==> config.mk <==
export PLATFORM = sky130hd
export DESIGN_NAME = pipeline_ctrl
export DESIGN_NICKNAME = d
export VERILOG_FILES = /design/src/rtl/pipeline_ctrl_pkg.sv /design/src/rtl/pipeline_ctrl_sat_counter.sv /design/src/rtl/pipeline_ctrl.sv
export SDC_FILE = /design/constraint.sdc
export NUM_CORES = 1
export LEC_CHECK = 0
export CAP_MARGIN = 20
export CORE_ASPECT_RATIO = 0.75
export CORE_UTILIZATION = 49
export CTS_BUF_LIST = sky130_fd_sc_hd__clkbuf_16
export CTS_CLUSTER_SIZE = 12
export DETAILED_ROUTE_END_ITERATION = 8
export HOLD_SLACK_MARGIN = 0.08
export PLACE_DENSITY = 0.79
export SYNTH_ARGS = -nofsm -noshare
export SYNTH_HDL_FRONTEND = slang
export SYNTH_SLANG_ARGS = --single-unit
==> constraint.sdc <==
create_clock -name i_clk -period 7.65 [get_ports i_clk]
set_input_delay 1.53 -clock i_clk [delete_from_list [all_inputs] [get_ports i_clk]]
set_output_delay 1.53 -clock i_clk [all_outputs]
set_load 0.01 [all_outputs]
==> src/rtl/pipeline_ctrl_pkg.sv <==
// Shared definitions for the pipeline stall/flush scheduler.
//   state_e               : 2-bit FSM state encoding
//   DEF_RST_FLUSH_CYCLES  : default length of the post-reset clear sequence
//   DEF_DRAIN_CYCLES      : default advancing cycles to empty ID..WB on halt
//   DEF_CNT_WIDTH         : default width of the stall performance counter
//   cnt_width()           : width needed to hold a down-counter load value
package pipeline_ctrl_pkg;

  typedef enum logic [1:0] {
    ST_RST_FLUSH = 2'd0,
    ST_RUN       = 2'd1,
    ST_DRAIN     = 2'd2,
    ST_HALTED    = 2'd3
  } state_e;

  localparam int DEF_RST_FLUSH_CYCLES = 4;
  localparam int DEF_DRAIN_CYCLES     = 4;
  localparam int DEF_CNT_WIDTH        = 32;

  // Bits needed to hold values 0..max_cycles-1 (at least one bit).
  function automatic int cnt_width(input int max_cycles);
    if (max_cycles < 2) begin
      return 1;
    end
    return $clog2(max_cycles);
  endfunction

endpackage

==> src/rtl/pipeline_ctrl_sat_counter.sv <==
// Saturating up-counter, reusable for performance counters.
//   clk : clock
//   rst : synchronous reset, active-high, clears the count
//   inc : count enable for this cycle
//   q   : current count; holds at all-ones once reached
module sat_counter #(
  parameter int WIDTH = 32
) (
  input  logic             clk,
  input  logic             rst,
  input  logic             inc,
  output logic [WIDTH-1:0] q
);

  logic [WIDTH-1:0] cnt_q;
  logic [WIDTH-1:0] cnt_d;

  always_comb begin
    cnt_d = cnt_q;
    if (inc && !(&cnt_q)) begin
      cnt_d = cnt_q + WIDTH'(1);
    end
  end

  always_ff @(posedge clk) begin
    if (rst) begin
      cnt_q <= '0;
    end else begin
      cnt_q <= cnt_d;
    end
  end

  assign q = cnt_q;

endmodule

==> src/rtl/pipeline_ctrl.sv <==
// Central stall/flush scheduler for the 5-stage core (IF/ID/EX/M/WB).
// Merges hazard requests, memory wait states and a debug halt handshake into
// one enable and one flush per pipeline register, and runs the post-reset
// pipeline-clear sequence.
//   i_clk, i_rst        : clock, synchronous active-high reset
//   i_load_stall        : load-use hazard
//   i_pcSrc_EX          : branch/jump taken in EX
//   i_imem_ready        : fetch valid this cycle
//   i_dmem_ready        : M-stage access completes (1 when no access)
//   i_halt_req          : debug halt request (level)
//   o_en_*              : pipeline register enables (combinational)
//   o_flush_*           : pipeline register clears, dominate enables
//   o_halted            : pipeline empty and frozen
//   o_stall_cnt         : saturating count of RUN cycles with PC frozen
//
// state        | meaning
// -------------+-------------------------------------------------------
// ST_RST_FLUSH | all registers flushed, PC held, counting down
// ST_RUN       | normal operation, hazard priority mux active
// ST_DRAIN     | fetch blocked, retiring ID..WB for a halt
// ST_HALTED    | pipeline empty, frozen, halt acknowledged
module pipeline_ctrl
  import pipeline_ctrl_pkg::*;
#(
  parameter int RST_FLUSH_CYCLES = DEF_RST_FLUSH_CYCLES,
  parameter int DRAIN_CYCLES     = DEF_DRAIN_CYCLES,
  parameter int CNT_WIDTH        = DEF_CNT_WIDTH
) (
  input  logic                 i_clk,
  input  logic                 i_rst,
  input  logic                 i_load_stall,
  input  logic                 i_pcSrc_EX,
  input  logic                 i_imem_ready,
  input  logic                 i_dmem_ready,
  input  logic                 i_halt_req,
  output logic                 o_en_PC,
  output logic                 o_en_ID,
  output logic                 o_en_EX,
  output logic                 o_en_M,
  output logic                 o_en_WB,
  output logic                 o_flush_ID,
  output logic                 o_flush_EX,
  output logic                 o_flush_M,
  output logic                 o_flush_WB,
  output logic                 o_halted,
  output logic [CNT_WIDTH-1:0] o_stall_cnt
);

  localparam int CMAX = (RST_FLUSH_CYCLES > DRAIN_CYCLES) ? RST_FLUSH_CYCLES : DRAIN_CYCLES;
  localparam int DW   = cnt_width(CMAX);
  localparam logic [DW-1:0] RST_LOAD   = DW'(RST_FLUSH_CYCLES - 1);
  localparam logic [DW-1:0] DRAIN_LOAD = DW'(DRAIN_CYCLES - 1);

  state_e        state_q, state_d;
  logic [DW-1:0] cnt_q, cnt_d;
  logic          halted_q, halted_d;

  state_e        state_eff;
  logic          advance;
  logic          fetch_blocked;
  logic          stall_inc;

  // Reset forces the clear-sequence outputs in the same cycle it is asserted,
  // before the state register has been reloaded.
  assign state_eff = i_rst ? ST_RST_FLUSH : state_q;

  // In DRAIN fetch is always blocked, so the lowest-priority RUN rule
  // (instruction memory wait) collapses into the drain default.
  assign fetch_blocked = (state_eff == ST_DRAIN) || !i_imem_ready;

  // A drain cycle retires an instruction only if M is not waiting and
  // EX is not receiving a load-use bubble.
  assign advance = i_dmem_ready && !i_load_stall;

  always_comb begin
    o_en_PC    = 1'b1;
    o_en_ID    = 1'b1;
    o_en_EX    = 1'b1;
    o_en_M     = 1'b1;
    o_en_WB    = 1'b1;
    o_flush_ID = 1'b0;
    o_flush_EX = 1'b0;
    o_flush_M  = 1'b0;
    o_flush_WB = 1'b0;
    case (state_eff)
      ST_RST_FLUSH, ST_HALTED: begin
        o_en_PC    = 1'b0;
        o_flush_ID = 1'b1;
        o_flush_EX = 1'b1;
        o_flush_M  = 1'b1;
        o_flush_WB = 1'b1;
      end
      ST_RUN, ST_DRAIN: begin
        if (!i_dmem_ready) begin
          // Freeze everything up to M; WB gets a bubble while M waits.
          // A pending branch or load stall stays in the frozen EX.
          o_en_PC    = 1'b0;
          o_en_ID    = 1'b0;
          o_en_EX    = 1'b0;
          o_en_M     = 1'b0;
          o_flush_WB = 1'b1;
        end else if (i_pcSrc_EX) begin
          // PC loads the target even without a valid fetch.
          o_flush_ID = 1'b1;
          o_flush_EX = 1'b1;
        end else if (i_load_stall) begin
          o_en_PC    = 1'b0;
          o_en_ID    = 1'b0;
          o_flush_EX = 1'b1;
        end else if (fetch_blocked) begin
          o_en_PC    = 1'b0;
          o_flush_ID = 1'b1;
        end
      end
      default: ;
    endcase
  end

  always_comb begin
    state_d  = state_q;
    cnt_d    = cnt_q;
    halted_d = halted_q;
    case (state_q)
      ST_RST_FLUSH: begin
        if (cnt_q == '0) begin
          state_d = ST_RUN;
        end else begin
          cnt_d = cnt_q - DW'(1);
        end
      end
      ST_RUN: begin
        if (i_halt_req) begin
          state_d = ST_DRAIN;
          cnt_d   = DRAIN_LOAD;
        end
      end
      ST_DRAIN: begin
        // A dropped request still finishes the drain; HALTED then exits.
        if (advance) begin
          if (cnt_q == '0) begin
            state_d  = ST_HALTED;
            halted_d = 1'b1;
          end else begin
            cnt_d = cnt_q - DW'(1);
          end
        end
      end
      ST_HALTED: begin
        if (!i_halt_req) begin
          state_d  = ST_RUN;
          halted_d = 1'b0;
        end
      end
      default: begin
        state_d = ST_RST_FLUSH;
        cnt_d   = RST_LOAD;
      end
    endcase
  end

  always_ff @(posedge i_clk) begin
    if (i_rst) begin
      state_q  <= ST_RST_FLUSH;
      cnt_q    <= RST_LOAD;
      halted_q <= 1'b0;
    end else begin
      state_q  <= state_d;
      cnt_q    <= cnt_d;
      halted_q <= halted_d;
    end
  end

  assign o_halted = halted_q && !i_rst;

  assign stall_inc = !i_rst && (state_q == ST_RUN) && !o_en_PC;

  sat_counter #(
    .WIDTH(CNT_WIDTH)
  ) u_stall_cnt (
    .clk(i_clk),
    .rst(i_rst),
    .inc(stall_inc),
    .q  (o_stall_cnt)
  );

endmodule
==> results.tsv, run 1 <==
stage	metric	value	unit
layout	fill count	340	
global_routing	largest net degree at the start of global routing	39	
sta	RSZ-0062 raised after global routing	no	
drt	DRC	0	
die	Chip Width	77.77	um
global_routing	GRT met2 Usage	35.40	%
die	Die Y-Extent	58.83	um
power	Power Density	186.0	mW/mm^2
layout	design area	0.002726	mm^2
drt	DR iter-0 viols	208	
layout	Layout Nets	308	
global_routing	GRT overflow	0	
synth	Synth Register Bits	37	
hold_path	hold depth	2	
placed_design	HPWL Detailed	3.372	mm
synth	post-synthesis mux area share	3.915	%
sta	fmax	180.9	MHz
hold_path	Hold Crit Start	cnt_q[1]	
clocking	hold_buf cts	0	
drt	DR WL/cell	14.14	um
clocking	CTS Buf Count	5	
setup_path	CP top delay family	buffers and inverters	
synth	main combinational cell family by area after synthesis	simple AND/OR/NAND/NOR gates	
power	P_leak	0.8941	nW
global_routing	first-pass GRT wire length	8.204	mm
setup_path	worst path buffer plus inverter count	5	
sta	Slew Limit Fails	0	
global_routing	Most Crowded Layer GR	met2	
synth	simple-gate share of the synthesized area	28.59	%
power	Max rail drop VDD	0.1068	mV
power	Tot Pwr	0.5072	mW
sta	final setup TNS	0	ps
layout	share of post-route cells with drive strength above 1	5.119	%
sta	Final Skew	2.435	ps
sta	final hold vios	0	
drt	final wirelength	4.921	mm
run	Max-Cap Viols	0	
die	Boundary Pins	49	
setup_path	CP cell instances	clkdlybuf4s50_1 > buf_4 > inv_1 > nand2_1 > ha_1 > nor2b_1 > inv_1 > nor2_1 > clkdlybuf4s50_1	
global_routing	vias in the first global route	1774	
global_routing	antenna violations before repair	0	
outcome	status	finished, final reports clean	
setup_path	worst r2r src	state_q[0]	
synth	Post-synth EDFFs	0	
synth	Netlist cell types	50	
sta	Setup violations, final	0	
layout	# diodes	0	
synth	Mapped Area	0.002110	mm^2
setup_path	Crit path largest cell delay	530	ps
layout	Layout area overhead	29.24	%
clocking	post-CTS resize count	0	
setup_path	worst path arrival time	4000	ps
setup_path	CP Data Required Time	6120	ps
synth	register area share after synthesis	35.11	%
drt	Vias/cell	5.816	
synth	Post-Syn Instances	250	
clocking	CTS tree	done	
clocking	Post-CTS Setup Inserts	0	
placed_design	Routability Congestion	0.7768	
setup_path	r2r worst-path depth	7	
global_routing	met3 global-route usage	4.186	%
die	Initial Util	51.72	%
die	Core Rows	20	
clocking	clk_lat worst skew	270	ps
sta	Final min period	5528	ps
die	Die ar.	0.004575	mm^2
clocking	clk buf depth	2	
synth	Mapped Nets	265	
global_routing	global routing usage on met1	31.30	%
sta	Slew headroom	39.06	%
hold_path	Worst Hold End	cnt_q[1]	
drt	Routed Antenna Nets	0	
drt	Vias	2024	
setup_path	CP Launch Type	input port	
setup_path	Critical-path top delay cell	clkdlybuf4s50_1	
layout	most frequent cells in the layout	47 x clkdlybuf4s50_1, 37 x dfxtp_1, 23 x a21oi_1, 17 x inv_1, 16 x nand2_1	
clocking	Clock transition at path regs	50	ps
sta	Tightest Pin Transition	912.7	ps
synth	top_reg_cell synth	dfxtp_1	
setup_path	worst-path maximum fanout	38	
global_routing	GRT Util Overall	22.28	%
clocking	Root Driver	clkbuf_16	
synth	Post-Synth Adder-Cell Area	4.745	%
setup_path	setup slack, reg-to-reg	4540	ps
sta	final worst path period share	72.26	%
setup_path	critical path class	in -> out	
placed_design	worst slack at placement	2123	ps
placed_design	placed cell area	0.002594	mm^2
synth	Compound-Gate Fraction of Synth Area	20.46	%
clocking	clock sink count	37	
setup_path	CP endpoint kind	output port	
synth	post-synthesis xor/xnor area fraction	0.8304	%
synth	Syn. warnings	0	
sta	Worst Slack Setup Final	2122	ps
clocking	H-tree depth	2	
placed_design	Port-buffer cells	47	
die	core area	0.004079	mm^2
synth	ys async rst share	0	%
drt	drt pass-1 iters	4	
layout	most common cell after layout, fill and taps aside	clkdlybuf4s50_1	
hold_path	worst hold-check path type	reg -> reg	
setup_path	FF-to-FF End	u_stall_cnt.q[30]	
synth	synthesized area per cell	8.438	um^2
## worst max path at each step
stage                     start      end  slack (ps)  depth (start not counted)
after floorplan           i_rst  o_en_PC        3050                          7
after global placement    i_rst  o_en_PC        2170                          9
after detailed placement  i_rst  o_en_PC        2120                          9
after CTS                 i_rst  o_en_PC        2090                          9
after global routing      i_rst  o_en_PC        1890                          9
final                     i_rst  o_en_PC        2120                          9
## flip-flops by register name (all words and copies together), names as in the netlist
signal / flops
state_q: 2
u_stall_cnt.q: 32
halted_q: 1
cnt_q: 2
## per-layer routing
metal  share of wire [%]  vias up
met5                   0        -
met4                0.73        0
met2                  42       57
met3                 4.7        5
li1                    -     1025
met1                  52      937
## synth_stat cells (2+ instances only)
| library cell | n | share of area [%] |
|---|---|---|
| nor2_1 | 12 | 2.1 |
| a211oi_1 | 3 | 1.1 |
| dfxtp_1 | 37 | 35 |
| and4_1 | 3 | 1.2 |
| o31ai_1 | 14 | 5.0 |
| nand3_1 | 9 | 2.1 |
| mux2_1 | 2 | 1.1 |
| nor4_1 | 2 | 0.59 |
| and3_1 | 5 | 1.5 |
| nand4_1 | 10 | 3.0 |
| nor2b_1 | 4 | 1.2 |
| or3_1 | 10 | 3.0 |
| buf_1 | 3 | 0.53 |
| inv_1 | 16 | 2.8 |
| a21oi_1 | 23 | 5.5 |
| or2_2 | 3 | 0.89 |
| clkbuf_1 | 4 | 0.71 |
| mux2i_1 | 6 | 2.8 |
| or4_1 | 13 | 4.6 |
| buf_2 | 2 | 0.47 |
| ha_1 | 8 | 4.7 |
| nand2_1 | 16 | 2.8 |
| o21ai_0 | 9 | 2.1 |
| buf_4 | 3 | 1.1 |
| o41ai_1 | 2 | 0.83 |
| nand2b_1 | 4 | 1.2 |
| o21ai_1 | 2 | 0.47 |
| nor3b_1 | 3 | 1.1 |
## logic make-up (layout without fill, tap and decap cells)
kind of cell / count (synthesis) / after routing
mux: 8 / 8
simple gates: 102 / 102
compound gates: 63 / 63
buf+inv: 29 / 72
other cells: 1 / 1
xor+xnor: 2 / 2
fa+ha+maj: 8 / 8
flops: 37 / 37
## per-stage QoR
step	utilization (%)	hold WS (ps)	std cells
after floorplan	-	441.6	250
after global placement	63.59	458.4	341
after detailed placement	63.59	465.1	341
after CTS	66.84	495.4	348
after global routing	66.84	532.3	348
final	66.84	492.5	348
## report_power, final
part | total, mW | internal [mW] | switching (mW) | leakage, nW
Clock | 0.190 | 0.116 | 0.0731 | 0.0685
Combinational | 0.104 | 0.0506 | 0.0535 | 0.527
Sequential | 0.214 | 0.203 | 0.0105 | 0.299
Total | 0.507 | 0.370 | 0.137 | 0.894
## cell type report
| cell class | count | area (um^2) | share of cell area (%) |
|---|---|---|---|
| flip-flops and latches | 37 | 740.7 | 27.17 |
| clock buffers | 5 | 125.1 | 4.589 |
| multi-input cells | 184 | 1239 | 45.43 |
| well taps | 55 | 68.82 | 2.524 |
| inverters | 16 | 60.06 | 2.203 |
| clock inverters | 2 | 7.507 | 0.2754 |
| repair buffers | 49 | 485.5 | 17.81 |
## worst min-delay path: stages, from the launching register on
cell and delay (ps):
dfxtp_1 330, mux2i_1 70, nand2_1 60
(Power assumes the default switching activity.)
==> run 2, diff against run 1 <==
--- a/config.mk
+++ b/config.mk
@@ -7,12 +7,12 @@
 export LEC_CHECK = 0
 export CAP_MARGIN = 20
 export CORE_ASPECT_RATIO = 0.75
-export CORE_UTILIZATION = 49
+export CORE_UTILIZATION = 45
 export CTS_BUF_LIST = sky130_fd_sc_hd__clkbuf_16
 export CTS_CLUSTER_SIZE = 12
 export DETAILED_ROUTE_END_ITERATION = 8
 export HOLD_SLACK_MARGIN = 0.08
-export PLACE_DENSITY = 0.79
+export PLACE_DENSITY = 0.76
 export SYNTH_ARGS = -nofsm -noshare
 export SYNTH_HDL_FRONTEND = slang
 export SYNTH_SLANG_ARGS = --single-unit
==> constraint.sdc (replaced) <==
create_clock -name i_clk -period 4.9 [get_ports i_clk]
set_input_delay 0.98 -clock i_clk [delete_from_list [all_inputs] [get_ports i_clk]]
set_output_delay 0.98 -clock i_clk [all_outputs]
set_load 0.01 [all_outputs]
==> run 2 against run 1 <==
Net effect: utilization fell by 5.9 points; cell count increased by 0.86%; count of clock-buffer cells in the layout stayed put; critical path depth fell by 1; clock power increased by 63%; power is 59% higher; combinational power rose by 59%; register-to-register slack lost 2700 ps; critical endpoint unchanged; the flow now finishes with violations (DRC); wire length up 2.2%; via count is 0.99% higher; final area grew 0.46%.
==> results.tsv, run 2 (synthesis gave the netlist of run 1 again) <==
stage	metric	value	unit
layout	fill count	405	
global_routing	Most Crowded Layer GR	met2	
layout	# diodes	0	
drt	drt pass-1 iters	6	
drt	Routed Antenna Nets	0	
setup_path	critical path class	in -> out	
clocking	clk_lat worst skew	280	ps
die	Chip Width	81.06	um
layout	most common cell after layout, fill and taps aside	clkdlybuf4s50_1	
drt	DR WL/cell	14.33	um
global_routing	first-pass GRT wire length	8.010	mm
setup_path	CP endpoint kind	output port	
layout	Layout area overhead	29.83	%
sta	Final min period	4100	ps
clocking	H-tree depth	2	
global_routing	antenna violations before repair	0	
setup_path	worst path arrival time	3120	ps
global_routing	GRT overflow	0	
layout	max reg flops	32	
drt	final wirelength	5.029	mm
die	Initial Util	46.95	%
clocking	CTS tree	done	
setup_path	CP Data Required Time	3920	ps
global_routing	global routing usage on met1	28.88	%
setup_path	Crit path largest cell delay	530	ps
clocking	Post-CTS Setup Inserts	0	
setup_path	Critical-path top delay cell	clkdlybuf4s50_1	
run	Max-Cap Viols	0	
sta	final worst path period share	83.67	%
clocking	clock sink count	37	
layout	area of the multi-input gates	0.001239	mm^2
hold_path	worst hold-check path type	reg -> reg	
setup_path	worst path buffer plus inverter count	4	
placed_design	HPWL Detailed	3.543	mm
layout	share of post-route cells with drive strength above 1	6.122	%
outcome	violated checks	DRC	
sta	Tightest Pin Transition	969.4	ps
die	Die ar.	0.004969	mm^2
global_routing	GRT met2 Usage	34.09	%
sta	fmax	243.9	MHz
die	core area	0.004493	mm^2
outcome	status	finished, violations left	
global_routing	GRT Util Overall	21.53	%
clocking	clk buf depth	2	
power	Max rail drop VDD	0.1573	mV
sta	RSZ-0062 raised after global routing	no	
placed_design	Port-buffer cells	47	
setup_path	CP Launch Type	input port	
clocking	post-CTS resize count	0	
setup_path	worst-path maximum fanout	7	
drt	DRC	2	
global_routing	vias in the first global route	1734	
drt	Vias	2044	
clocking	Clock transition at path regs	60	ps
drt	Vias/cell	5.823	
layout	most frequent cells in the layout	47 x clkdlybuf4s50_1, 37 x dfxtp_1, 23 x a21oi_1, 16 x inv_1, 16 x nand2_1	
global_routing	largest net degree at the start of global routing	37	
sta	Setup violations, final	0	
power	P_leak	0.8952	nW
clocking	CTS Buf Count	5	
global_routing	met3 global-route usage	6.074	%
power	Power Density	294.8	mW/mm^2
clocking	Root Driver	clkbuf_16	
drt	DR iter-0 viols	95	
die	Core Rows	21	
sta	Slew Limit Fails	0	
die	Boundary Pins	49	
clocking	hold_buf cts	0	
placed_design	Routability Congestion	0.7683	
layout	Storage cell area	740.7	um^2
sta	final hold vios	0	
layout	design area	0.002739	mm^2
setup_path	CP cell instances	clkdlybuf4s50_1 > inv_1 > nand2_1 > ha_1 > nor2b_1 > inv_1 > nor2_1 > clkdlybuf4s50_1	
sta	Slew headroom	35.27	%
placed_design	placed cell area	0.002596	mm^2
sta	Final Skew	5.094	ps
sta	final setup TNS	0	ps
die	Die Y-Extent	61.30	um
layout	Layout Nets	308	
setup_path	CP top delay family	buffers and inverters	
run 2: cell types whose count changed in the layout (fill, tap and decap cells not counted):
| cell | delta |
|---|---|
| clkinvlp_4 | +1 |
| inv_1 | -1 |
| clkinv_2 | +2 |
| clkinv_1 | -1 |
run 2: path summary, 6_finish.rpt:
path                                 start                end  slack (ps)  cells after the start
worst max-delay path                 i_rst            o_en_PC         800                      8
worst max register to register  state_q[0]  u_stall_cnt.q[30]        1870                      7
worst min register to register    cnt_q[1]           cnt_q[1]         490                      2
worst min-delay path              cnt_q[1]           cnt_q[1]         490                      2
run 2: area by class of cell:
cell class	instances	area share (%)
Clock buffer	5	4.568
Multi-Input combinational cell	184	45.23
Clock inverter	3	0.6396
Timing Repair Buffer	49	17.72
Tap cell	57	2.604
Inverter	16	2.193
Sequential cell	37	27.04
run 2: through the flow:
stage	hold WS (ps)	power (mW)	utilization (%)	setup slack (ps)	std cells
floorplan	441.6	0.4499	-	1291	250
global placement	455.2	0.4951	57.78	831.8	343
detailed placement	475.4	0.5037	57.78	719.0	343
CTS	490.8	0.8127	60.96	797.2	351
global route	514.7	0.8506	60.96	709.3	351
finish	485.9	0.8073	60.96	800.2	351
run 2: worst register-to-register path: cells and delay by family (launching register included):
kind	cells	cell delay, ps
simple gates	3	920
flops	1	480
fa+ha+maj	1	420
compound gates	3	1130
run 2: report_power, final:
group,internal [mW],switching (mW),total [mW]
Combinational,0.0797,0.0850,0.165
Clock,0.186,0.124,0.310
Sequential,0.317,0.0159,0.333
Total,0.583,0.225,0.807
run 2: routing by layer:
layer  part of all wire, %  wire [um]  vias up
met2                    45       2272       57
met1                    48       2425      958
met5                     0          0        -
met3                   5.9        296        5
li1                      -          -     1024
met4                  0.68         34        0
